[config.mk]
export PLATFORM = sky130hd
export DESIGN_NAME = button_conditioner
export DESIGN_NICKNAME = d
export VERILOG_FILES = /design/src/rtl/button_pkg.sv /design/src/rtl/debounce_channel.sv /design/src/rtl/button_conditioner.sv
export SDC_FILE = /design/constraint.sdc
export NUM_CORES = 1
export LEC_CHECK = 0
export CAP_MARGIN = 15
export CORE_ASPECT_RATIO = 1.2
export CORE_MARGIN = 10
export CORE_UTILIZATION = 50
export DETAILED_ROUTE_END_ITERATION = 10
export PLACE_DENSITY = 0.64
export SYNTH_ARGS = -nofsm -noshare
export SYNTH_HDL_FRONTEND = slang
export SYNTH_SLANG_ARGS = --single-unit
[constraint.sdc]
create_clock -name CLK -period 3.7 [get_ports CLK]
set_clock_uncertainty 0.05 [all_clocks]
set_input_delay 0.37 -clock CLK [delete_from_list [all_inputs] [get_ports CLK]]
set_output_delay 0.37 -clock CLK [all_outputs]
set_load 0.02 [all_outputs]
[src/rtl/button_pkg.sv]
// Shared button indices, direction encodings and default timing constants for
// the button front end and the navigation state machine.
package button_pkg;

  localparam int BTN_L = 0;
  localparam int BTN_T = 1;
  localparam int BTN_R = 2;
  localparam int BTN_D = 3;

  localparam int DEF_DEBOUNCE_CYCLES = 1000000;
  localparam int DEF_SYNC_STAGES     = 2;
  localparam int DEF_REPEAT_DELAY    = 50000000;
  localparam int DEF_REPEAT_PERIOD   = 12500000;

  typedef enum logic [1:0] {
    DIR_UP    = 2'b00,
    DIR_RIGHT = 2'b01,
    DIR_DOWN  = 2'b10,
    DIR_LEFT  = 2'b11
  } dir_e;

  // Fixed priority T > R > D > L when several pulses land in one cycle.
  function automatic dir_e prio_dir(input logic [3:0] press);
    if (press[BTN_T])      return DIR_UP;
    else if (press[BTN_R]) return DIR_RIGHT;
    else if (press[BTN_D]) return DIR_DOWN;
    else if (press[BTN_L]) return DIR_LEFT;
    else                   return DIR_UP;
  endfunction

endpackage

[src/rtl/debounce_channel.sv]
// One button channel: synchroniser, debounce counter and press pulse.
// Auto-repeat hold counter is built only when BUTTON_AUTO_REPEAT_EN is defined.
module debounce_channel #(
  parameter int DEBOUNCE_CYCLES = 4,
  parameter int SYNC_STAGES     = 2
`ifdef BUTTON_AUTO_REPEAT_EN
  ,
  parameter int REPEAT_DELAY    = 10,
  parameter int REPEAT_PERIOD   = 5
`endif
) (
  input  logic clk_i,
  input  logic rst_ni,
  input  logic raw_i,
  output logic level_o,
  output logic press_o,
  output logic press_d_o
);

  localparam int CNT_W = $clog2(DEBOUNCE_CYCLES);

  logic [SYNC_STAGES-1:0] sync_q;
  logic [CNT_W-1:0]       cnt_q, cnt_d;
  logic                   level_q, level_d;
  logic                   level_prev_q;
  logic                   press_q, press_d;
  logic                   sync_s;
  logic                   rise_s;

  assign sync_s = sync_q[SYNC_STAGES-1];
  assign rise_s = level_q & ~level_prev_q;

  // Any cycle agreeing with the stable level restarts the count.
  always_comb begin
    cnt_d   = '0;
    level_d = level_q;
    if (sync_s != level_q) begin
      if (cnt_q == CNT_W'(DEBOUNCE_CYCLES - 1)) level_d = ~level_q;
      else                                      cnt_d   = cnt_q + 1'b1;
    end
  end

`ifdef BUTTON_AUTO_REPEAT_EN
  localparam int HOLD_MAX = (REPEAT_DELAY > REPEAT_PERIOD) ? REPEAT_DELAY : REPEAT_PERIOD;
  localparam int HOLD_W   = $clog2(HOLD_MAX + 1);

  logic [HOLD_W-1:0] hold_q, hold_d;
  logic              rpt_s;

  // Down-counter armed by the initial pulse; terminal count fires a repeat and reloads.
  always_comb begin
    hold_d = '0;
    rpt_s  = 1'b0;
    if (level_q && level_d) begin
      if (rise_s) begin
        hold_d = HOLD_W'(REPEAT_DELAY - 1);
      end else if (hold_q == '0) begin
        rpt_s  = 1'b1;
        hold_d = HOLD_W'(REPEAT_PERIOD - 1);
      end else begin
        hold_d = hold_q - 1'b1;
      end
    end
  end

  always_ff @(posedge clk_i or negedge rst_ni) begin
    if (!rst_ni) hold_q <= '0;
    else         hold_q <= hold_d;
  end

  assign press_d = rise_s | rpt_s;
`else
  assign press_d = rise_s;
`endif

  always_ff @(posedge clk_i or negedge rst_ni) begin
    if (!rst_ni) begin
      sync_q       <= '0;
      cnt_q        <= '0;
      level_q      <= 1'b0;
      level_prev_q <= 1'b0;
      press_q      <= 1'b0;
    end else begin
      sync_q       <= {sync_q[SYNC_STAGES-2:0], raw_i};
      cnt_q        <= cnt_d;
      level_q      <= level_d;
      level_prev_q <= level_q;
      press_q      <= press_d;
    end
  end

  assign level_o   = level_q;
  assign press_o   = press_q;
  assign press_d_o = press_d;

endmodule

[src/rtl/button_conditioner.sv]
// Four-button front end: debounced levels, press pulses, last direction pressed.
// Define BUTTON_AUTO_REPEAT_EN to add hold-to-repeat pulses.
module button_conditioner
  import button_pkg::*;
#(
  parameter int DEBOUNCE_CYCLES = DEF_DEBOUNCE_CYCLES,
  parameter int SYNC_STAGES     = DEF_SYNC_STAGES,
  parameter int REPEAT_DELAY    = DEF_REPEAT_DELAY,
  parameter int REPEAT_PERIOD   = DEF_REPEAT_PERIOD
) (
  input  logic       CLK,
  input  logic       RESET,
  input  logic [3:0] BTN_RAW,
  output logic [3:0] BTN_LEVEL,
  output logic [3:0] BTN_PRESS,
  output logic       ANY_PRESS,
  output logic [1:0] LAST_DIR,
  output logic       DIR_VALID
);

  if (DEBOUNCE_CYCLES < 2 || SYNC_STAGES < 2 || REPEAT_DELAY < 1 || REPEAT_PERIOD < 1) begin : g_param_check
    $error("button_conditioner: illegal timing parameter");
  end

  logic [3:0] press_d;
  logic       any_d;
  logic       any_q;
  dir_e       last_dir_q;
  logic       dir_valid_q;

  for (genvar i = 0; i < 4; i++) begin : g_ch
    debounce_channel #(
      .DEBOUNCE_CYCLES(DEBOUNCE_CYCLES),
      .SYNC_STAGES    (SYNC_STAGES)
`ifdef BUTTON_AUTO_REPEAT_EN
      ,
      .REPEAT_DELAY   (REPEAT_DELAY),
      .REPEAT_PERIOD  (REPEAT_PERIOD)
`endif
    ) u_ch (
      .clk_i    (CLK),
      .rst_ni   (RESET),
      .raw_i    (BTN_RAW[i]),
      .level_o  (BTN_LEVEL[i]),
      .press_o  (BTN_PRESS[i]),
      .press_d_o(press_d[i])
    );
  end

  assign any_d = |press_d;

  // Registered from the channels' next-pulse so these line up with BTN_PRESS.
  always_ff @(posedge CLK or negedge RESET) begin
    if (!RESET) begin
      any_q       <= 1'b0;
      last_dir_q  <= DIR_UP;
      dir_valid_q <= 1'b0;
    end else begin
      any_q       <= any_d;
      dir_valid_q <= dir_valid_q | any_d;
      if (any_d) last_dir_q <= prio_dir(press_d);
    end
  end

  assign ANY_PRESS = any_q;
  assign LAST_DIR  = last_dir_q;
  assign DIR_VALID = dir_valid_q;

endmodule

== Yosys cells after proc, flatten, opt, wreduce, memory -nomap -nowiden ==
Cells that the tools add are included.
Cells by class
  add/sub/neg operators: 4
  $mul: 0
  divide/modulo/power cells: 0
  $lt $le $gt $ge: 0
  equality and inequality tests: 8
  shift operators: 0
  mux-type cells: 12
  bitwise logic cells: 13
  reductions and logical operators: 5
Operator list (count)
  $mux 20: 8
  $add 20x1->20 const B: 4
  $eq 20x20->1 const B: 4
  $mux 2: 4
  $not 1->1: 8
  $reduce_and 2->1: 4
  $and 1x1->1: 4
  $ne 1x1->1: 4
  $reduce_or 4->1: 1
  $or 1x1->1: 1
Storage, ports and cells
  flip-flop bits (word level): 104
  bits in latches: 0
  RAM bits: 0
  bits in read-only memories: 0
  input port bits: 6
  word-level logic and storage cells: 65
  memories kept: 0

== Longest topological paths before layout ==
Gate-level depths: netlist of the first run.
  depth in word-level cells: 6
  depth in mapped cells: 6
  gate-level depth less buffers: 5

== Cells and area by module ==
A second synthesis of the first run with hierarchy kept.
Unflattened totals
  cell total of the unflattened synthesis: 447
  area, all modules: 4828.4 um^2
By module, submodules not included
  debounce_channel: instances 4, cells an instance 109, area an instance 1171.1 um^2, sequential area each 625.6 um^2
  button_conditioner: instances 1, cells an instance 11, area an instance 143.9 um^2, sequential area each 100.1 um^2

== Worst setup path after synthesis of the first run ==
OpenSTA, ideal clock, no wires.
  path type: register to register
  from: reg g_ch[0].u_ch.cnt_q[0]
  to: reg g_ch[0].u_ch.cnt_q[10]
  arrival: 1.848 ns
  required time: 3.518 ns
  path slack: 1.670 ns
  cell stages (with the launch flop): 7
  path buffers: 1
  period minus slack after synthesis: 2.030 ns
  cell sequence: dfrtp_1 > ha_1 > nand2_1 > or2_2 > o31ai_2 > clkbuf_1 > nor2_1
On the way
  cells in the longest elaborated chain, start to end: 3
RTL lines
  start, declared: line debounce_channel.sv:23  | logic [CNT_W-1:0] cnt_q, cnt_d;
  start signal, assigned: line debounce_channel.sv:85  | cnt_q <= cnt_d;
  $add 20x1->20 or $eq 20x20->1 (tied branches): line debounce_channel.sv:39, debounce_channel.sv:38
  $mux 20 *: line debounce_channel.sv:38  | if (cnt_q == CNT_W'(DEBOUNCE_CYCLES - 1)) level_d = ~level_q;
  $mux 20 *: line debounce_channel.sv:37  | if (sync_s != level_q) begin
  net g_ch[0].u_ch.cnt_d[10]: line debounce_channel.sv:23
The timed path passes the listed nets; every way through them passes the cells marked *.
A chain may end at the register's enable or synchronous reset.

== Worst setup path in the final report of the first run ==
  from: reg g_ch[3].u_ch.cnt_q[13]
  to: reg g_ch[3].u_ch.cnt_q[8]
On the way
  cells in the longest elaborated chain, start to end: 3
RTL lines (line)
  start, declared: debounce_channel.sv:23
  start signal, assigned: debounce_channel.sv:85
  $eq 20x20->1: debounce_channel.sv:38
  $mux 20: debounce_channel.sv:38
  $mux 20: debounce_channel.sv:37
  net g_ch[3].u_ch.cnt_d[8]: debounce_channel.sv:23
The timed path passes the listed nets, and every way through them passes these cells.

==> summary.txt, run 1 <==
Setup path
  • R2R Path Start: g_ch[3].u_ch.cnt_q[13]
  • Critical path cell sequence: or4b_2, or4_1, o21ai_1, buf_4, nor2_1
  • Crit path depth: 5
  • Crit Path Class: reg2reg
  • Arrival @ worst endpoint: 2.61 ns
  • Critical path required time: 3.87 ns
  • FF-to-FF setup slack: roughly 1.3 ns
  • Crit path max fanout: 14
  • Slowest cell on the critical path: or4b_2
  • Crit end category: flip-flop
  • Worst reg2reg path depth: 5
  • CP delay by family, top: simple AND/OR/NAND/NOR gates
  • Reg2reg end: g_ch[3].u_ch.cnt_q[8]
  • Worst setup SP type: flip-flop
  • CP max stage delay: 0.66 ns
  • Critical path origin: g_ch[3].u_ch.cnt_q[13]
  • CP Capture Point: g_ch[3].u_ch.cnt_q[8]
  • WP buf/inv: 1

STA
  • Period Utilization, post-route: 0.658
  • Final Slew Violations: 0
  • Final min period: 2.44 ns
  • Worst-Margin Slew: 0.816 ns
  • Fmax: 411 MHz
  • Slew HR: 0.456
  • Hold Slack: 0.305 ns
  • RSZ-0062 raised after global routing: no
  • Setup TNS: 0 ns
  • Fin. Hold Viols: 0
  • Setup violators final: 0

Global routing
  • Vias in the first global route: 3409
  • First-pass GRT wire length: 15900 um
  • Congestion Overflow GR: 0
  • Antenna violations before repair: 0
  • Largest net degree at the start of global routing: 45
  • Gr usage total: 0.139

Synthesis
  • Mapped Nets: 488
  • Largest family of logic cells by synthesized area: simple AND/OR/NAND/NOR gates
  • Yosys reg bits: 104
  • Synth Area in Simple Gates: 0.245
  • Mean Syn Cell Area: 10.1 um2
  • Post-synthesis adder-cell area fraction: 0.0103
  • Top cells by area, synth: dfrtp_1, xnor2_1, nor2_1
  • Compound-Gate Fraction of Synth Area: 0.0726
  • Synth unique cells: 42
  • Ys flop type: dfrtp_1
  • Fraction of synthesized cell area in xor and xnor cells: 0.0905
  • Multiplexer share of the synthesized area: 0.00930
  • Sequential cell area fraction in the yosys report: 0.538
  • FFs w/ async S/R, synth: 1.00
  • Cells after Synth: 478
  • Yosys top cell by area: dfrtp_1
  • Post-Syn Area: 4840 um2
  • Yosys Warn Count: 0
  • EDFF count, synth: 0
  • Synth top area share: 0.538

Layout
  • Commonest non-fill, non-tap cell in the layout: dfrtp_1
  • Multi-input gate area: 2080 um2
  • Layout Nets: 501
  • Share of layout cells above drive strength 1: 0.0688
  • Ant diodes: 0
  • Flip-flop and latch area: 2600 um2
  • Fill count: 851
  • Commonest non-fill, non-tap cells in the layout: dfrtp_1, nor2_1, xnor2_1
  • Area growth syn-to-layout: 10.9%

Floorplanning
  • Core footprint: 9520 um2
  • Starting Density: 0.509
  • Die H: between 100 and 150 um
  • DIE AREA: 14000 um2
  • Top Ports: 18
  • Die X: 110 um
  • Rows: 39

Clock network
  • Setup bufs post-CTS: 0
  • # resized after CTS: 0
  • Num Clock Sinks: between 100 and 150
  • Post-CTS Hold Fix Bufs: 1
  • Worst-Skew Late Latency: between 0.3 and 0.4 ns
  • CTS H-tree depth: 3
  • CTS tree: done
  • Clock buffer depth: 2
  • CTS clk-pin slew, worst paths: 0.06 ns
  • Num CTS Buffers: 9
  • Root buffer cell: clkbuf_16

Place
  • Count of buffers from port buffering: 17
  • GPL Wtd Cong: slightly above 0.8
  • HPWL after detailed placement: 6180 um

Routing
  • ANT nets after route: 0
  • Routed vias/inst: 5.47
  • Via count: 3374
  • DRC: 0
  • WL/cell: about 15 um
  • Pre-antenna DRT Iters: 4
  • DR iter-0 viols: 122
  • Detailed Route WL: 8970 um

Pwr
  • Lkg Pwr: approximately 0.0021 uW
  • Power density cells: 397 nW/um2
  • Worst VDD drop: roughly 0.27 mV

Min path
  • HP Class: reg2reg

Run
  • Max cap viols: 0

Status
  • Outcome: complete, no violations
[state kept, by name, summed over array words and instances (netlist names)]
name,flops
g_ch.u_ch.cnt_q,80
g_ch.u_ch.sync_q,8
g_ch.u_ch.level_o,4
g_ch.u_ch.level_prev_q,4
g_ch.u_ch.press_o,4
LAST_DIR,2
ANY_PRESS,1
DIR_VALID,1
[worst register-to-register path, delay by kind of cell, from the launching register on]
kind / cells / cell delay [ns]
buf+inv: 1 / 0.29
compound gates: 1 / 0.41
simple gates: 3 / 1.18
flops: 1 / 0.39
[area by class of cell]
type | count | share of cell area
tap | 123 | 0.0287
clock buffer | 13 | 0.0447
inverter | 14 | 0.00979
sequential | 104 | 0.485
timing repair buffer | 23 | 0.0401
clock inverter | 1 | 0.00559
multi-input combinational | 339 | 0.387
[per-layer routing]
metal / up-vias / global-route usage / part of all wire
met3: 10 / 0.0302 / 0.030
met4: 0 / 0.0621 / 0.016
met2: 33 / 0.225 / 0.49
met1: 1640 / 0.172 / 0.47
li1: 1691 / - / -
met5: - / 0 / 0
[cells by family (layout without fill, tap and decap cells)]
group | count (synthesis) | count (layout)
flip-flops | 104 | 104
buffers and inverters | 35 | 51
XOR/XNOR | 50 | 50
adder cells (fa/ha/maj) | 4 | 4
AO/OA/AOI/OAI | 58 | 58
AND/OR/NAND/NOR | 223 | 223
multiplexers | 4 | 4
[cell usage after synthesis (all sizes together), types with 2 or more instances]
| cell | instances |
|---|---|
| nor2b | 4 |
| o21ba | 2 |
| mux2 | 4 |
| nand4b | 3 |
| and4 | 2 |
| nor2 | 68 |
| o21ai | 20 |
| nand3b | 3 |
| nor3 | 11 |
| xor2 | 15 |
| or4b | 3 |
| and3 | 6 |
| nand2 | 31 |
| inv | 14 |
| and2 | 2 |
| nand3 | 24 |
| a21oi | 25 |
| or4 | 14 |
| or2 | 4 |
| xnor2 | 35 |
| buf | 13 |
| nor4 | 12 |
| or3 | 19 |
| ha | 4 |
| nand4 | 14 |
| dfrtp | 104 |
| o31ai | 9 |
| clkbuf | 8 |
[through the flow]
stage | setup slack, ns | util | instance area [um2] | std cells | total power [uW]
floorplan | 1.67 | - | 4840 | 478 | 1210
global placement | 1.32 | 0.535 | 5090 | 602 | 1250
detailed placement | 1.28 | 0.535 | 5090 | 602 | 1260
CTS | 1.26 | 0.564 | 5370 | 617 | 2160
global route | 1.07 | 0.564 | 5370 | 617 | 2210
finish | 1.26 | 0.564 | 5370 | 617 | 2130
[where the power goes]
group          switching, uW  internal (uW)
clock                    379            518
sequential              13.1           1150
combinational           46.5           21.3
[worst min path at each step]
stage          depth (start not counted)                     end                   start
3_3_place_gp                           0  g_ch[1].u_ch.sync_q[1]  g_ch[1].u_ch.sync_q[0]
4_1_cts                                0  g_ch[3].u_ch.sync_q[1]  g_ch[3].u_ch.sync_q[0]
2_1_floorplan                          0               ANY_PRESS                   RESET
3_5_place_dp                           0  g_ch[2].u_ch.sync_q[1]  g_ch[2].u_ch.sync_q[0]
6_report                               0  g_ch[0].u_ch.sync_q[1]  g_ch[0].u_ch.sync_q[0]
5_1_grt                                0  g_ch[0].u_ch.sync_q[1]  g_ch[0].u_ch.sync_q[0]
Note: power is estimated with default switching activity, not from simulation.
==> run 2: changes to the inputs <==
==> constraint.sdc (replaced) <==
create_clock -name CLK -period 2.35 [get_ports CLK]
set_clock_uncertainty 0.05 [all_clocks]
set_input_delay 0.235 -clock CLK [delete_from_list [all_inputs] [get_ports CLK]]
set_output_delay 0.235 -clock CLK [all_outputs]
set_load 0.02 [all_outputs]
==> summary.txt, run 2 (same netlist as run 1, synthesis figures left out) <==
Floorplanning
  • Die H: roughly 130 um
  • DIE AREA: 14000 um2
  • Rows: 39
  • Die X: 110 um
  • Starting Density: 0.509
  • Top Ports: 18
  • Core footprint: 9520 um2

Clock network
  • CTS tree: done
  • Worst-Skew Late Latency: 0.34 ns
  • Post-CTS Hold Fix Bufs: 1
  • Num CTS Buffers: 9
  • # resized after CTS: 0
  • CTS H-tree depth: 3
  • Clock buffer depth: 2
  • Num Clock Sinks: 104
  • Setup bufs post-CTS: 0
  • Root buffer cell: clkbuf_16
  • CTS clk-pin slew, worst paths: ~0.07 ns

STA
  • Fmax: 465 MHz
  • Setup violators final: 0
  • Slew HR: 0.625
  • Fin. Hold Viols: 0
  • Hold Slack: around 0.27 ns
  • Final Slew Violations: 0
  • Setup TNS: 0 ns
  • Final min period: 2.15 ns
  • Worst-Margin Slew: 0.557 ns
  • RSZ-0062 raised after global routing: no
  • Period Utilization, post-route: 0.915

Global routing
  • Antenna violations before repair: 0
  • Gr usage total: 0.136
  • Largest net degree at the start of global routing: 55
  • Congestion Overflow GR: 0
  • First-pass GRT wire length: 15700 um
  • Vias in the first global route: 3444

Routing
  • Met2 WL: 4320 um
  • ANT nets after route: 0
  • DR WL met3: 366 um
  • DR iter-0 viols: 132
  • Post-route met1 wirelength: 4010 um
  • Detailed Route WL: 8840 um
  • Pre-antenna DRT Iters: 4
  • Via count: 3449
  • DRC: 0
  • Routed vias/inst: 5.53
  • Top Layer Used: met4
  • WL/cell: approximately 14 um

Layout
  • Ant diodes: 0
  • Top reg by flops: g_ch.u_ch.cnt_q
  • Layout Nets: 506
  • Commonest non-fill, non-tap cells in the layout: dfrtp_1, nor2_1, xnor2_1
  • Multi-input gate area: 2080 um2
  • Max reg flops: 80
  • Commonest non-fill, non-tap cell in the layout: dfrtp_1
  • Area growth syn-to-layout: 12.7%
  • Fill count: 841
  • Share of layout cells above drive strength 1: 0.0898
  • Top flop regs: g_ch.u_ch.cnt_q (80), g_ch.u_ch.sync_q (8)
  • Flip-flop and latch area: 2600 um2

Setup path
  • Worst setup SP type: flip-flop
  • Crit Path Class: reg2reg
  • Crit end category: flip-flop
  • Crit path max fanout: 7
  • Critical path required time: 2.58 ns
  • Arrival @ worst endpoint: 2.38 ns

Status
  • Outcome: complete, no violations

Pwr
  • Logic pwr share: 0.032
  • Power share of the clock group: 0.439
  • Switching Fraction: 0.218
  • Power density cells: 636 nW/um2
  • Cell internal pwr: 2710 uW
  • Worst VDD drop: between 0.4 and 0.5 mV
  • NetSw: ~760 uW
  • Lkg Pwr: 0.00218 uW
  • Register share of total power: 0.528
  • Total chip power: 3470 uW

Min path
  • HP Class: in2async

Place
  • Count of buffers from port buffering: 17
  • HPWL after detailed placement: 6230 um
  • GPL Wtd Cong: 0.836

Run
  • Max cap viols: 0
[run 2: cell types whose count changed in the layout (fill, tap and decap cells not counted), sizes merged]
cell	change
buf	+5
clkbuf	-3
clkinv	+3
inv	+2
[run 2: critical path, cell delays in order, from the launching register on]
cell and delay (ns):
dfrtp_1 0.37, ha_1 0.21, nand2_1 0.11, or4_1 0.67
or4_4 0.53, a21oi_2 0.14
[run 2: routing by layer]
layer  global-route usage  vias up
met1                0.175     1687
met3               0.0337       13
met5                    0        -
met2                0.214       46
met4               0.0552        0
li1                     -     1703
[run 2: metrics by stage]
stage / area (um2) / worst slack [ns] / util / instances
floorplan: 4840 / 0.320 / - / 478
global placement: 5140 / 0.257 / 0.540 / 607
detailed placement: 5140 / 0.215 / 0.540 / 607
CTS: 5460 / 0.206 / 0.573 / 624
global route: 5460 / 0.0796 / 0.573 / 624
finish: 5460 / 0.199 / 0.573 / 624
[run 2: power groups by stage]
stage | clock [uW] | combinational, uW | sequential, uW
after CTS | 1560 | 117 | 1830
after global routing | 1630 | 131 | 1840
final | 1520 | 113 | 1830
after detailed placement | 0 | 115 | 1870
after floorplan | 0 | 48.8 | 1860
after global placement | 0 | 113 | 1870
[run 2: worst paths after layout]
kind | from | end | slack (ns) | cells after the start
worst max-delay path | g_ch[2].u_ch.cnt_q[0] | g_ch[2].u_ch.cnt_q[18] | 0.20 | 5
worst max register to register | g_ch[2].u_ch.cnt_q[0] | g_ch[2].u_ch.cnt_q[18] | 0.20 | 5
max in group asynchronous | RESET | g_ch[1].u_ch.cnt_q[18] | 1.30 | 3
worst min-delay path | RESET | g_ch[3].u_ch.cnt_q[11] | 0.27 | 2
min in group CLK | BTN_RAW[2] | g_ch[2].u_ch.sync_q[0] | 0.28 | 1
worst min register to register | g_ch[2].u_ch.sync_q[0] | g_ch[2].u_ch.sync_q[1] | 0.30 | 0
[run 2: cell type report]
type	instances	share of cell area
clock buffers	10	0.0438
flip-flops and latches	104	0.477
repair buffers	28	0.0486
multi-input cells	339	0.381
inverters	14	0.00963
clock inverters	6	0.0122
well taps	123	0.0282
==> run 3: changes to the inputs <==
--- a/config.mk
+++ b/config.mk
@@ -11,6 +11,7 @@
 export CORE_UTILIZATION = 50
 export DETAILED_ROUTE_END_ITERATION = 10
 export PLACE_DENSITY = 0.64
+export RECOVER_POWER = 100
 export SYNTH_ARGS = -nofsm -noshare
 export SYNTH_HDL_FRONTEND = slang
 export SYNTH_SLANG_ARGS = --single-unit
==> summary.txt, run 3 (same netlist as run 1, synthesis figures left out) <==
Status
  • Outcome: complete, no violations

Clock network
  • Root buffer cell: clkbuf_16
  • CTS clk-pin slew, worst paths: 0.07 ns
  • CTS tree: done
  • Clock buffer depth: 2
  • Num CTS Buffers: 9
  • CTS H-tree depth: 3
  • Post-CTS Hold Fix Bufs: 1
  • Num Clock Sinks: 104
  • Setup bufs post-CTS: 0
  • # resized after CTS: 0
  • Worst-Skew Late Latency: 0.35 ns

Routing
  • Detailed Route WL: 8830 um
  • WL/cell: around 14 um
  • Pre-antenna DRT Iters: 4
  • ANT nets after route: 0
  • DRC: 0
  • Routed vias/inst: 5.54
  • DR iter-0 viols: between 100 and 150
  • Via count: 3455

Run
  • Max cap viols: 0

Layout
  • Commonest non-fill, non-tap cell in the layout: dfrtp_1
  • Fill count: 849
  • Post-route cell area: 5430 um2
  • Top reg by flops: g_ch.u_ch.cnt_q
  • Layout Nets: 506
  • Area growth syn-to-layout: 12.1%
  • Top flop regs: g_ch.u_ch.cnt_q (80), g_ch.u_ch.sync_q (8)
  • Share of layout cells above drive strength 1: 0.0798
  • Commonest non-fill, non-tap cells in the layout: dfrtp_1, nor2_1, xnor2_1
  • Ant diodes: 0
  • Max reg flops: 80

STA
  • Setup violators final: 0
  • Final min period: 2.16 ns
  • Slew HR: 0.169
  • Period Utilization, post-route: 0.919
  • Fin. Hold Viols: 0
  • Worst-Margin Slew: between 1 and 1.5 ns
  • Setup TNS: 0 ns
  • Final Slew Violations: 0
  • RSZ-0062 raised after global routing: no
  • Fmax: approximately 460 MHz

Setup path
  • Crit path max fanout: 7
  • Crit Path Class: reg2reg
  • Critical path required time: 2.57 ns
  • Arrival @ worst endpoint: 2.38 ns
  • Crit end category: flip-flop
  • Worst setup SP type: flip-flop

Floorplanning
  • DIE AREA: 14000 um2
  • Die X: roughly 110 um
  • Rows: 39
  • Die H: 128 um
  • Starting Density: 0.509
  • Core footprint: 9520 um2
  • Top Ports: 18

Place
  • Count of buffers from port buffering: 17
  • GPL Wtd Cong: 0.836
  • Placed cell area: 5140 um2
  • HPWL after detailed placement: roughly 6200 um

Min path
  • HP Class: reg2reg

Pwr
  • Power density cells: 639 nW/um2
  • Worst VDD drop: 0.404 mV
  • Lkg Pwr: 0.00221 uW

Global routing
  • Congestion Overflow GR: 0
  • Vias in the first global route: around 3400
  • Gr usage total: 0.136
  • Largest net degree at the start of global routing: 55
  • First-pass GRT wire length: 15700 um
  • Antenna violations before repair: 0
[run 3: cell types whose count changed in the layout (fill, tap and decap cells not counted), moves of 2 or more]
cell,previous run,this run
buf_4,10,4
dlygate4sd3_1,1,17
clkdlybuf4s50_1,16,0
clkbuf_2,0,3
clkbuf_1,0,2
o31ai_2,2,0
o31ai_1,6,8
[run 3: worst paths after layout]
path | start | end | slack, ns | depth (start not counted)
max | g_ch[2].u_ch.cnt_q[0] | g_ch[2].u_ch.cnt_q[18] | 0.19 | 5
min | g_ch[2].u_ch.sync_q[0] | g_ch[2].u_ch.sync_q[1] | 0.30 | 0
max reg2reg | g_ch[2].u_ch.cnt_q[0] | g_ch[2].u_ch.cnt_q[18] | 0.19 | 5
min reg2reg | g_ch[2].u_ch.sync_q[0] | g_ch[2].u_ch.sync_q[1] | 0.30 | 0
max in group asynchronous | RESET | g_ch[1].u_ch.cnt_q[18] | 0.47 | 3
min in group asynchronous | RESET | g_ch[3].u_ch.cnt_q[11] | 0.63 | 2
[run 3: area by class of cell]
class                      count  area, um2  share of cell area
multi-input combinational    339       2060               0.380
sequential                   104       2600               0.480
clock inverter                 6       66.3              0.0122
timing repair buffer          28        250              0.0461
tap                          123        154              0.0284
inverter                      14       52.6             0.00968
clock buffer                  10        239              0.0440
[run 3: per-layer routing]
metal  global-route usage  wire [um]  vias to the layer above
met4               0.0552        144                        0
met5                    0          0                        -
met2                0.214       4310                       38
met1                0.175       4050                     1701
li1                     -          -                     1703
met3               0.0337        323                       13
[run 3: metrics by stage]
stage / util / cells / worst slack [ns] / hold WS (ns) / power [uW]
after floorplan: - / 478 / 0.320 / -0.111 / 1910
after global placement: 0.540 / 607 / 0.257 / 0.0953 / 1980
after detailed placement: 0.540 / 607 / 0.215 / 0.0992 / 1980
after CTS: 0.573 / 624 / 0.206 / 0.268 / 3510
after global routing: 0.570 / 624 / 0.0796 / 0.310 / 3590
final: 0.570 / 624 / 0.190 / 0.299 / 3470
[run 3: worst max-delay path: stages (launching register included)]
cell and delay [ns]:
dfrtp_1 0.37, ha_1 0.21, nand2_1 0.11, or4_1 0.67, or4_1 0.53, a21oi_2 0.15
[run 3: where the power goes]
group	internal [uW]	total [uW]	switching (uW)	leakage, uW
Combinational	34.2	107	72.9	0.000636
Clock	861	1530	665	0.000153
Sequential	1810	1830	20.7	0.00142
Total	2710	3470	759	0.00221
